<file path="config.mk">
export PLATFORM = sky130hd
export DESIGN_NAME = posit_pack_pipe
export DESIGN_NICKNAME = d
export VERILOG_FILES = /design/src/rtl/posit_pkg.sv /design/src/rtl/posit_round_rne.sv /design/src/rtl/posit_pack_pipe.sv
export SDC_FILE = /design/constraint.sdc
export NUM_CORES = 1
export LEC_CHECK = 0
export ABC_AREA = 1
export CORE_MARGIN = 5
export CORE_UTILIZATION = 50
export DETAILED_ROUTE_END_ITERATION = 7
export PLACE_DENSITY_LB_ADDON = 0.12
export SLEW_MARGIN = 10
export SYNTH_ARGS = -nofsm -noshare
export SYNTH_HDL_FRONTEND = slang
export SYNTH_SLANG_ARGS = --single-unit
</file>
<file path="constraint.sdc">
create_clock -name clk -period 6.85 [get_ports clk]
set_clock_uncertainty 0.2 [all_clocks]
set_input_delay 2.055 -clock clk [delete_from_list [all_inputs] [get_ports clk]]
set_output_delay 2.055 -clock clk [all_outputs]
set_load 0.05 [all_outputs]
</file>
<file path="src/rtl/posit_pkg.sv">
// rtl/posit_pkg.sv - shared helpers for the posit encoder: regime width and special-value patterns
package posit_pkg;

  localparam int MAX_BITS = 64;
  typedef logic [MAX_BITS-1:0] pword_t;

  // Control flags that travel with the stage-1 magnitude
  typedef struct packed {
    logic sign;
    logic zero;
    logic nar;
    logic sat;
  } s1_ctl_t;

  function automatic int sw_of(input int bits);
    return $clog2(bits) + 2;
  endfunction

  function automatic pword_t nar_pat(input int bits);
    return pword_t'(1) << (bits - 1);
  endfunction

  function automatic pword_t maxpos_pat(input int bits);
    return (pword_t'(1) << (bits - 1)) - pword_t'(1);
  endfunction

  function automatic pword_t minpos_pat(input int bits);
    return pword_t'(1);
  endfunction

endpackage

</file>
<file path="src/rtl/posit_round_rne.sv">
// rtl/posit_round_rne.sv - combinational round-to-nearest-even, clamp and negate of a posit magnitude
module posit_round_rne
  import posit_pkg::*;
#(
  parameter int BITS = 32
) (
  input  logic            sign,
  input  logic            zero,
  input  logic            nar,
  input  logic            sat_in,
  input  logic [BITS-2:0] mag,
  input  logic            guard,
  input  logic            sticky,
  output logic [BITS-1:0] posit,
  output logic            sat,
  output logic            round_up
);

  localparam pword_t NAR_W    = nar_pat(BITS);
  localparam pword_t MAXPOS_W = maxpos_pat(BITS);
  localparam pword_t MINPOS_W = minpos_pat(BITS);
  localparam logic [BITS-1:0] NAR    = NAR_W[BITS-1:0];
  localparam logic [BITS-1:0] MAXPOS = MAXPOS_W[BITS-1:0];
  localparam logic [BITS-1:0] MINPOS = MINPOS_W[BITS-1:0];

  logic            up;
  logic [BITS-1:0] sum;
  logic [BITS-2:0] m;
  logic [BITS-1:0] word;

  always_comb begin
    up   = guard & (mag[0] | sticky);
    sum  = {1'b0, mag} + {{(BITS-1){1'b0}}, up};
    m    = sum[BITS-2:0];
    sat  = sat_in;
    // A carry out of the magnitude would flip the sign bit, so pin to maxpos instead
    if (sum[BITS-1]) begin
      m   = MAXPOS[BITS-2:0];
      sat = 1'b1;
    end
    if (m == '0) begin
      m = MINPOS[BITS-2:0];
    end
    word     = {1'b0, m};
    posit    = sign ? (~word + {{(BITS-1){1'b0}}, 1'b1}) : word;
    round_up = up;
    if (nar) begin
      posit    = NAR;
      sat      = 1'b0;
      round_up = 1'b0;
    end else if (zero) begin
      posit    = '0;
      sat      = 1'b0;
      round_up = 1'b0;
    end
  end

endmodule

</file>
<file path="src/rtl/posit_pack_pipe.sv">
// rtl/posit_pack_pipe.sv - two-stage posit encoder (regime/shift, then round/sign) with valid/ready
// Optional PACK_STATS_EN adds round-up and saturation event counters.
module posit_pack_pipe
  import posit_pkg::*;
#(
  parameter int BITS = 32,
  parameter int ES   = 3,
  parameter int SW   = sw_of(BITS),
  parameter int EW   = (ES > 0) ? ES : 1
) (
  input  logic                 clk,
  input  logic                 rst,
  input  logic                 in_valid,
  output logic                 in_ready,
  input  logic                 in_sign,
  input  logic signed [SW-1:0] in_k,
  input  logic [EW-1:0]        in_exp,
  input  logic [BITS-1:0]      in_frac,
  input  logic                 in_sticky,
  input  logic                 in_zero,
  input  logic                 in_nar,
  output logic                 out_valid,
  input  logic                 out_ready,
  output logic [BITS-1:0]      out_posit,
  output logic                 out_sat
`ifdef PACK_STATS_EN
  ,
  input  logic                 stat_clr,
  output logic [15:0]          stat_round_up,
  output logic [15:0]          stat_sat
`endif
);

  localparam int M  = BITS - 1;
  localparam int BW = ES + BITS;
  localparam int XW = M + 1 + BW;
  localparam pword_t MAXPOS_W = maxpos_pat(BITS);
  localparam pword_t MINPOS_W = minpos_pat(BITS);
  localparam logic [M-1:0] MAG_MAX = MAXPOS_W[M-1:0];
  localparam logic [M-1:0] MAG_MIN = MINPOS_W[M-1:0];

  typedef struct packed {
    s1_ctl_t       ctl;
    logic [M-1:0]  mag;
    logic          guard;
    logic          sticky;
  } s1_t;

  logic [BW-1:0] body;

  if (ES > 0) begin : g_exp
    assign body = {in_exp, in_frac};
  end else begin : g_noexp
    assign body = in_frac;
  end

  int            kk;
  int            cnt;
  int            sh;
  logic          pos;
  logic [XW-1:0] ext;
  logic [XW-1:0] win;
  s1_t           s1_d;

  always_comb begin
    kk  = int'(in_k);
    pos = (kk >= 0);
    cnt = pos ? kk + 1 : -kk;
    sh  = (cnt >= 1 && cnt <= M) ? M - cnt : 0;
    // Regime run is the fill, its terminator is the bit ahead of the body
    ext = {{M{pos}}, ~pos, body};
    win = ext << sh;

    s1_d.ctl.sign = in_sign;
    s1_d.ctl.zero = in_zero;
    s1_d.ctl.nar  = in_nar;
    s1_d.ctl.sat  = 1'b0;
    s1_d.mag      = win[XW-1 -: M];
    s1_d.guard    = win[BW];
    s1_d.sticky   = (|win[BW-1:0]) | in_sticky;

    if (kk >= BITS - 2) begin
      s1_d.mag     = MAG_MAX;
      s1_d.guard   = 1'b0;
      s1_d.sticky  = 1'b0;
      s1_d.ctl.sat = (kk > BITS - 2) | (|body) | in_sticky;
    end else if (kk < -(BITS - 2)) begin
      s1_d.mag     = MAG_MIN;
      s1_d.guard   = 1'b0;
      s1_d.sticky  = 1'b0;
      s1_d.ctl.sat = 1'b1;
    end
  end

  logic s1_full;
  logic s2_full;
  s1_t  s1_q;
  logic s1_open;
  logic s2_open;

  assign s2_open   = !s2_full || out_ready;
  assign s1_open   = s2_open || !s1_full;
  assign in_ready  = !rst && s1_open;
  assign out_valid = s2_full;

  logic [BITS-1:0] r_posit;
  logic            r_sat;
  logic            r_up;

  posit_round_rne #(.BITS(BITS)) u_round (
    .sign     (s1_q.ctl.sign),
    .zero     (s1_q.ctl.zero),
    .nar      (s1_q.ctl.nar),
    .sat_in   (s1_q.ctl.sat),
    .mag      (s1_q.mag),
    .guard    (s1_q.guard),
    .sticky   (s1_q.sticky),
    .posit    (r_posit),
    .sat      (r_sat),
    .round_up (r_up)
  );

  always_ff @(posedge clk) begin
    if (rst) begin
      s1_full   <= 1'b0;
      s1_q      <= '0;
      s2_full   <= 1'b0;
      out_posit <= '0;
      out_sat   <= 1'b0;
    end else begin
      if (s1_open) begin
        s1_full <= in_valid;
        if (in_valid) s1_q <= s1_d;
      end
      if (s2_open) begin
        s2_full <= s1_full;
        if (s1_full) begin
          out_posit <= r_posit;
          out_sat   <= r_sat;
        end
      end
    end
  end

`ifdef PACK_STATS_EN
  logic out_up;
  logic out_hs;

  assign out_hs = out_valid && out_ready;

  always_ff @(posedge clk) begin
    if (rst) begin
      out_up <= 1'b0;
    end else if (s2_open && s1_full) begin
      out_up <= r_up;
    end
  end

  always_ff @(posedge clk) begin
    if (rst || stat_clr) begin
      stat_round_up <= '0;
      stat_sat      <= '0;
    end else if (out_hs) begin
      if (out_up && stat_round_up != 16'hFFFF) stat_round_up <= stat_round_up + 16'd1;
      if (out_sat && stat_sat != 16'hFFFF) stat_sat <= stat_sat + 16'd1;
    end
  end
`endif

endmodule
</file>
* After elaboration in Yosys (flattened, before gate mapping)
Cells that the tools add are included.
** Word-level totals
- Register bits :: 72
** Cells by class
- $add $sub $neg :: 5
- Order comparisons :: 6
- Shift operators :: 1
- Muxes and demuxes :: 12
- Bitwise operators :: 7
- Reduce and logical (&&, ||, !) cells :: 12
** Operator list (number)
- $mux W32 :: 5
- $reduce_or A35 Y1 :: 2
- $mux W34 :: 2
- $shl A67 B32 Y67 :: 1
- $mux W31 :: 2
- $add A31 B1 Y32 :: 1
- $add A32 B1 Y32 const B :: 1
- $ge A32 B2 Y1 const B :: 1
- $le A32 B6 Y1 const B :: 1
- $neg A7 Y32 :: 1
- $not A31 Y32 :: 1
- $sub A6 B32 Y32 const A :: 1
- $logic_not A31 Y1 :: 1
- $add A7 B2 Y8 const B :: 1
- $ge A7 B1 Y1 const B :: 1
- $ge A7 B6 Y1 const B :: 1
- $gt A7 B6 Y1 const B :: 1
- $lt A7 B6 Y1 const B :: 1
- $or A1 B1 Y1 :: 4
- $reduce_and A2 Y1 :: 2
- $logic_not A1 Y1 :: 3
- $mux W1 :: 3
- $logic_and A1 B1 Y1 :: 2
- $logic_or A1 B1 Y1 :: 2
- other kinds (2) :: 2

* Longest topological paths before layout
Gate-level depths: netlist of the first run.
- Depth after elaboration :: 11
- Mapped depth :: 38
- Depth with buffers taken out :: 36

* By module
From an unflattened synthesis of the first run, not the netlist that was laid out.
** Second synthesis, totals
- Cell total of the unflattened synthesis :: 1619
- Area total of the unflattened synthesis :: 8725.9 µm²
** By module, submodules not included
- posit_pack_pipe :: instances 1, cells an instance 1130, area each 6422.4 µm², seq. area each 1441.4 µm²
- posit_round_rne :: instances 1, cells an instance 489, area each 2303.5 µm², seq. area each 0.0 µm²

* Worst setup path before layout of the first run
OpenSTA, ideal clock, no wires.
- Path kind :: input port to flip-flop
- Start point :: input port in_k[0]
- End point :: register s1_q[0] (netlist name)
- Setup time :: 0.132 ns
- Data arrival time :: 5.413 ns
- Setup slack :: 1.105 ns
- Cell stages on the path :: 37
- Path through :: inv_1 ha_1 nand3_1 inv_1 nand3_1 ha_1 buf_4 inv_1 buf_4 nand2_1 nand2_1 nand2_1 nand2_1 ha_1 nand4_1 nor2_1 nand4_1 nand2_2 nand2_2 nor2_2 buf_4 buf_4 nand2_1 nand3_1 nand3_1 nand3_1 nand3_1 nand2_1 nand2_1 nor2_1 nand2_1 nor2_1 nand2_1 nand2_1 nand2_1 nand2_1 a21oi_1
** Between the ends
- Longest elaborated chain between the ends :: 10
- Elaborated cells on any way between the ends :: 17
- Classes of those cells :: add/sub (3); order compare (5); shift (1); mux (4); bitwise (2); reduce/logical (2)
** RTL lines
- start: declaration :: RTL line posit_pack_pipe.sv:16 : input logic signed [SW-1:0] in_k,
- $neg A7 Y32, or another cell as far along :: RTL line posit_pack_pipe.sv:68 : cnt = pos ? kk + 1 : -kk;
- $mux W32 :: RTL line posit_pack_pipe.sv:68
- $ge A32 B2 Y1 / $le A32 B6 Y1 (equally long branches) :: RTL line posit_pack_pipe.sv:69 : sh = (cnt >= 1 && cnt <= M) ? M - cnt : 0;
- $logic_and A1 B1 Y1 :: RTL line posit_pack_pipe.sv:69
- $mux W32 :: RTL line posit_pack_pipe.sv:69
- $shl A67 B32 Y67 :: RTL line posit_pack_pipe.sv:72 : win = ext << sh;
- $reduce_or A35 Y1 :: RTL line posit_pack_pipe.sv:80 : s1_d.sticky = (|win[BW-1:0]) | in_sticky;
- $or A1 B1 Y1 :: RTL line posit_pack_pipe.sv:80
- $mux W34 :: RTL line posit_pack_pipe.sv:87 : end else if (kk < -(BITS - 2)) begin
- $mux W34 * :: RTL line posit_pack_pipe.sv:82 : if (kk >= BITS - 2) begin
- end signal: assignment :: RTL line posit_pack_pipe.sv:126 : s1_q <= '0;
- end signal: assignment :: RTL line posit_pack_pipe.sv:133 : if (in_valid) s1_q <= s1_d;
- end: declaration :: RTL line posit_pack_pipe.sv:97 : s1_t s1_q;
Mark *: on every way between the ends. The rest lies on a longest branch, timed or not.
A chain may end at the register's enable or synchronous reset.

* Final worst setup path of the first run
- Start point :: input port in_k[1]
- End point :: register s1_q[22] (netlist name)
** Between the ends
- Longest elaborated chain between the ends :: 8
- Elaborated cells on any way between the ends :: 15
- Classes of those cells :: add/sub (3); order compare (5); shift (1); mux (4); bitwise (1); reduce/logical (1)
** RTL lines (RTL line)
- $neg A7 Y32, or another cell as far along :: posit_pack_pipe.sv:68
- $mux W32 :: posit_pack_pipe.sv:68
- $ge A32 B2 Y1 / $le A32 B6 Y1 (equally long branches) :: posit_pack_pipe.sv:69
- $logic_and A1 B1 Y1 :: posit_pack_pipe.sv:69
- $mux W32 :: posit_pack_pipe.sv:69
- $shl A67 B32 Y67 :: posit_pack_pipe.sv:72
- $mux W34 :: posit_pack_pipe.sv:87
- $mux W34 * :: posit_pack_pipe.sv:82
Marked as above.

==> summary by stage, run 1 <==
Detailed routing
The number of detailed-route iterations in the first pass is 7. In this run the remaining antenna-violating nets after routing total 0. The per-cell routed wire length is 15.24 um. Detailed routing inserted a total of 9733 vias. The post-detailed-route DRC marker count is 0. Wires add up to 25.38 mm. The DRC violation total after the first TritonRoute iteration is 1023.

In the routed layout, each cell is associated on average with a via count of 5.842.

Synth
The unique cell type count in the Yosys netlist is 43. For this run, the number of Yosys warnings is 0. Of all flip-flops after synthesis, the portion carrying an async set or reset was 0%. In the post-synthesis netlist, the biggest area contributors are sky130_fd_sc_hd__nand3_1 (22%), sky130_fd_sc_hd__dfxtp_1 (18%), sky130_fd_sc_hd__nand2_1 (18%), sky130_fd_sc_hd__o21ai_0 (4.9%), sky130_fd_sc_hd__inv_1 (4.8%). Synthesis handed over a netlist of 1402 instances. After synthesis, flip-flops and latches occupy 18.40% of the total area. Of all cell types, the one taking the most synthesized area is sky130_fd_sc_hd__nand3_1.

In the synthesized netlist the dominant register cell turns out to be sky130_fd_sc_hd__dfxtp_1. The most frequent cell after synthesis is sky130_fd_sc_hd__nand2_1. The fraction of post-synthesis cell area in the top cell type by area is 21.53%. The commonest cells after synthesis are sky130_fd_sc_hd__nand2_1 (370), sky130_fd_sc_hd__nand3_1 (337), sky130_fd_sc_hd__inv_1 (101), sky130_fd_sc_hd__nor2_1 (92), sky130_fd_sc_hd__o21ai_0 (76).

A synthesized cell averages 5.587 um2. The post-synthesis cell area is 7833 um2. Yosys mapped a number of flops with a built-in enable equal to 0. The number of synthesized register bits is 72.

The total nets after synthesis is 1468.

Floorplanning
In this run the vertical extent of the chip is 135.2 um. The overall die width is 135.2 um. Row generation in the floorplan step produced 45 rows. The I/O pin total is 85. Once the floorplan was initialized, standard cells occupied 51.33% of the core. The core region is 15260 um2. The die covers 18270 um2.

Setup path
The launching element type of the critical path is a primary input. The nature of the critical path endpoint is a register. Of all nets on the critical path, the largest fanout is 6.

The worst flop-to-flop path startpoint is s1_q[2]. The capture point of the worst reg-to-reg path is out_posit[28]. Measured in cells, the most critical reg-to-reg path has a length of 33. The reg2reg setup slack is 0.99 ns. The critical path data arrival time is 6.39 ns. The critical path is of the primary input to register type. STA puts the critical path data required time at 6.89 ns.

Clock network
The buffer cell driving the clock tree root is sky130_fd_sc_hd__clkbuf_16. After clock tree synthesis, the clock-pin slew on the worst setup and hold paths is 0.06 ns. The insertion delay to the later sink of the worst-skew pair is 0.34 ns.

The number of sinks on the clock net is 72. In this run, CTS created clock tree buffers numbering 9. The buffers inserted during post-CTS setup optimization is 0. The H-tree generated during clock tree synthesis spans 3 levels.

The clock tree from TritonCTS is done. No sink is reached through more buffers than the 2 on the longest clock path.

Timing
Setup repair after global routing left no endpoint under its margin. Counting I/O delays and the setup requirement, the final critical path takes 6.349 ns. Headroom to the max-slew limit came out at 19.43%. The final count of pins violating max slew is 0. The worst path meets setup with 0.5012 ns of slack. The period utilization is 92.68%. The worst slack on hold paths is 0.2615 ns.

The hold violation count in the final report was 0. For the pin with the worst max-slew slack, the measured transition is 1.207 ns. The maximum achievable frequency is 157.5 MHz. Setup violations remaining at the end of the flow were counted as 0.

Global routing
The via count of the first global-routing pass is 8713. Entering global routing, the biggest net connects 56 pins. The number of antenna violations at the first check in global routing is 0.

The global-route congestion overflow total is 0. The first global-routing pass estimated 42.43 mm of wire. The global router's overall resource usage is 27.59%.

Cells and area
0 antenna diodes ended up in the layout. The multi-input combinational cell area is 5662 um2. Summing all flip-flop and latch instances after layout gives 1441 um2.

The final net count is 1516. The fraction of layout instances using a drive strength above 1 is 5.842%. The total non-filler cell area in the finished layout is 9218 um2. The total of fill cells in the finished design is 1589. Relative to the synthesized area, the layout overhead comes to 17.68%. Cells fill 60.41% of the core in the end.

Placed design
The sum of net half-perimeters after detailed placement is 19.70 mm. Prior to clock tree synthesis, the placed netlist has a worst setup slack of -0.02849 ns. The number of I/O port buffers is 84. The standard cell area after detailed placement is 8872 um2. The routability congestion estimate from global placement is 0.9876.

Pwr
IR analysis of the VDD net gives a maximum drop of 123.8 uV. In this run the power density over the cells is 143.5 nW/um2. The overall power consumption is 1.323 mW. Summed over all cells, the static leakage comes to 4.053 nW.

Worst hold path
The type of the tightest min-delay check is register to register. The path with the worst hold slack has its endpoint at out_sat. The worst hold path startpoint is out_sat. Counting instances, the worst hold path has a depth of 2.

Flow run
Max-cap violations in this run came to 0.

Outcome
The flow ran to the end, and the final reports show no timing, DRC or antenna violations.
-- worst max-delay path by stage --
stage / from / endpoint / slack (ns) / depth (start not counted)
2_1_floorplan: in_k[0] / s1_q[0] / 1.11 / 37
3_3_place_gp: in_k[1] / s1_q[0] / 0.07 / 34
3_5_place_dp: in_k[1] / s1_q[0] / -0.03 / 34
4_1_cts: in_k[1] / s1_q[0] / 0.31 / 34
5_1_grt: in_k[0] / s1_q[0] / 0.02 / 33
6_report: in_k[1] / s1_q[22] / 0.50 / 27
-- critical path: stages --
cell and delay, ns:
sky130_fd_sc_hd__clkdlybuf4s50_1 0.56, sky130_fd_sc_hd__inv_1 0.07, sky130_fd_sc_hd__ha_1 0.21, sky130_fd_sc_hd__nand3_1 0.11, sky130_fd_sc_hd__inv_1 0.07, sky130_fd_sc_hd__nand3_1 0.09
sky130_fd_sc_hd__ha_1 0.24, sky130_fd_sc_hd__buf_4 0.17, sky130_fd_sc_hd__nand2_1 0.07, sky130_fd_sc_hd__nand2_1 0.07, sky130_fd_sc_hd__nand2_1 0.04, sky130_fd_sc_hd__nand2_1 0.07
sky130_fd_sc_hd__inv_1 0.06, sky130_fd_sc_hd__nor3_1 0.15, sky130_fd_sc_hd__nand3b_1 0.10, sky130_fd_sc_hd__o21a_1 0.24, sky130_fd_sc_hd__nand3_1 0.14, sky130_fd_sc_hd__nand2_1 0.08
sky130_fd_sc_hd__inv_1 0.13, sky130_fd_sc_hd__nand2_1 0.18, sky130_fd_sc_hd__o21ai_0 0.30, sky130_fd_sc_hd__nand2_1 0.09, sky130_fd_sc_hd__nand2_1 0.11, sky130_fd_sc_hd__o21ai_1 0.09
sky130_fd_sc_hd__o21ai_0 0.47, sky130_fd_sc_hd__o211ai_1 0.16, sky130_fd_sc_hd__a221oi_1 0.26
-- cells in the final DEF, fill, tap and decap left out, types with 10 or more instances in the layout --
master	count
sky130_fd_sc_hd__nand2_1	370
sky130_fd_sc_hd__nand3_1	337
sky130_fd_sc_hd__inv_1	99
sky130_fd_sc_hd__nor2_1	90
sky130_fd_sc_hd__clkdlybuf4s50_1	83
sky130_fd_sc_hd__o21ai_0	76
sky130_fd_sc_hd__a21oi_1	73
sky130_fd_sc_hd__dfxtp_1	72
sky130_fd_sc_hd__nand4_1	26
sky130_fd_sc_hd__buf_4	26
sky130_fd_sc_hd__nor3_1	24
sky130_fd_sc_hd__o211ai_1	20
sky130_fd_sc_hd__a221oi_1	18
sky130_fd_sc_hd__nor4_1	16
sky130_fd_sc_hd__xor2_1	16
sky130_fd_sc_hd__ha_1	16
sky130_fd_sc_hd__nor2_2	10
-- stage by stage --
step,TNS (ns),cells
floorplan,0,1402
global placement,0,1650
detailed placement,-0.02849,1650
CTS,0,1666
global route,0,1666
finish,0,1666
-- routing by layer --
metal | global-route usage [%] | vias up | part of all wire (%)
met5 | 0 | - | 0
met4 | 6.215 | 0 | 1.7
li1 | - | 4890 | -
met3 | 5.721 | 40 | 7.2
met1 | 38.36 | 4458 | 46
met2 | 44.03 | 345 | 45
-- final cells by class --
| cell class | count | share of cell area [%] |
|---|---|---|
| Inverter | 105 | 4.371 |
| Clock inverter | 5 | 0.5973 |
| Timing Repair Buffer | 117 | 12.37 |
| Multi-Input combinational cell | 1145 | 61.42 |
| Tap cell | 211 | 2.864 |
| Clock buffer | 11 | 2.742 |
| Sequential cell | 72 | 15.64 |
-- state kept, by name, indices dropped and copies added (netlist names) --
signal     flops
s1_full        1
out_sat        1
s1_q          37
out_posit     32
out_valid      1
-- kinds of logic after synthesis --
group	count (synthesis)	synth area share, %
AOI/OAI and AO/OA	204	14.89
xor gates and xnor gates	21	2.348
adders and majority gates	16	2.556
buffers and inverters	185	9.569
DFF	72	18.40
and+or+nand+nor	904	52.24
-- power breakdown --
| part | internal [mW] | leakage, nW | switching [mW] |
|---|---|---|---|
| combinational | 0.134 | 3.31 | 0.238 |
| clock | 0.300 | 0.148 | 0.179 |
| sequential | 0.445 | 0.592 | 0.0260 |
-- timing repair --
item                       4_1_cts  5_1_grt
gates resized for setup          0       13
hold buffers                     0        0
setup endpoints to repair        0       28
Note: power is estimated with default switching activity, not from simulation.
==> run 2, diff against run 1 <==
HOLD_SLACK_MARGIN = 0.02   (was default)
==> results of run 2 <==
No change in the layout: final DEF, timing and power equal those of run 1.
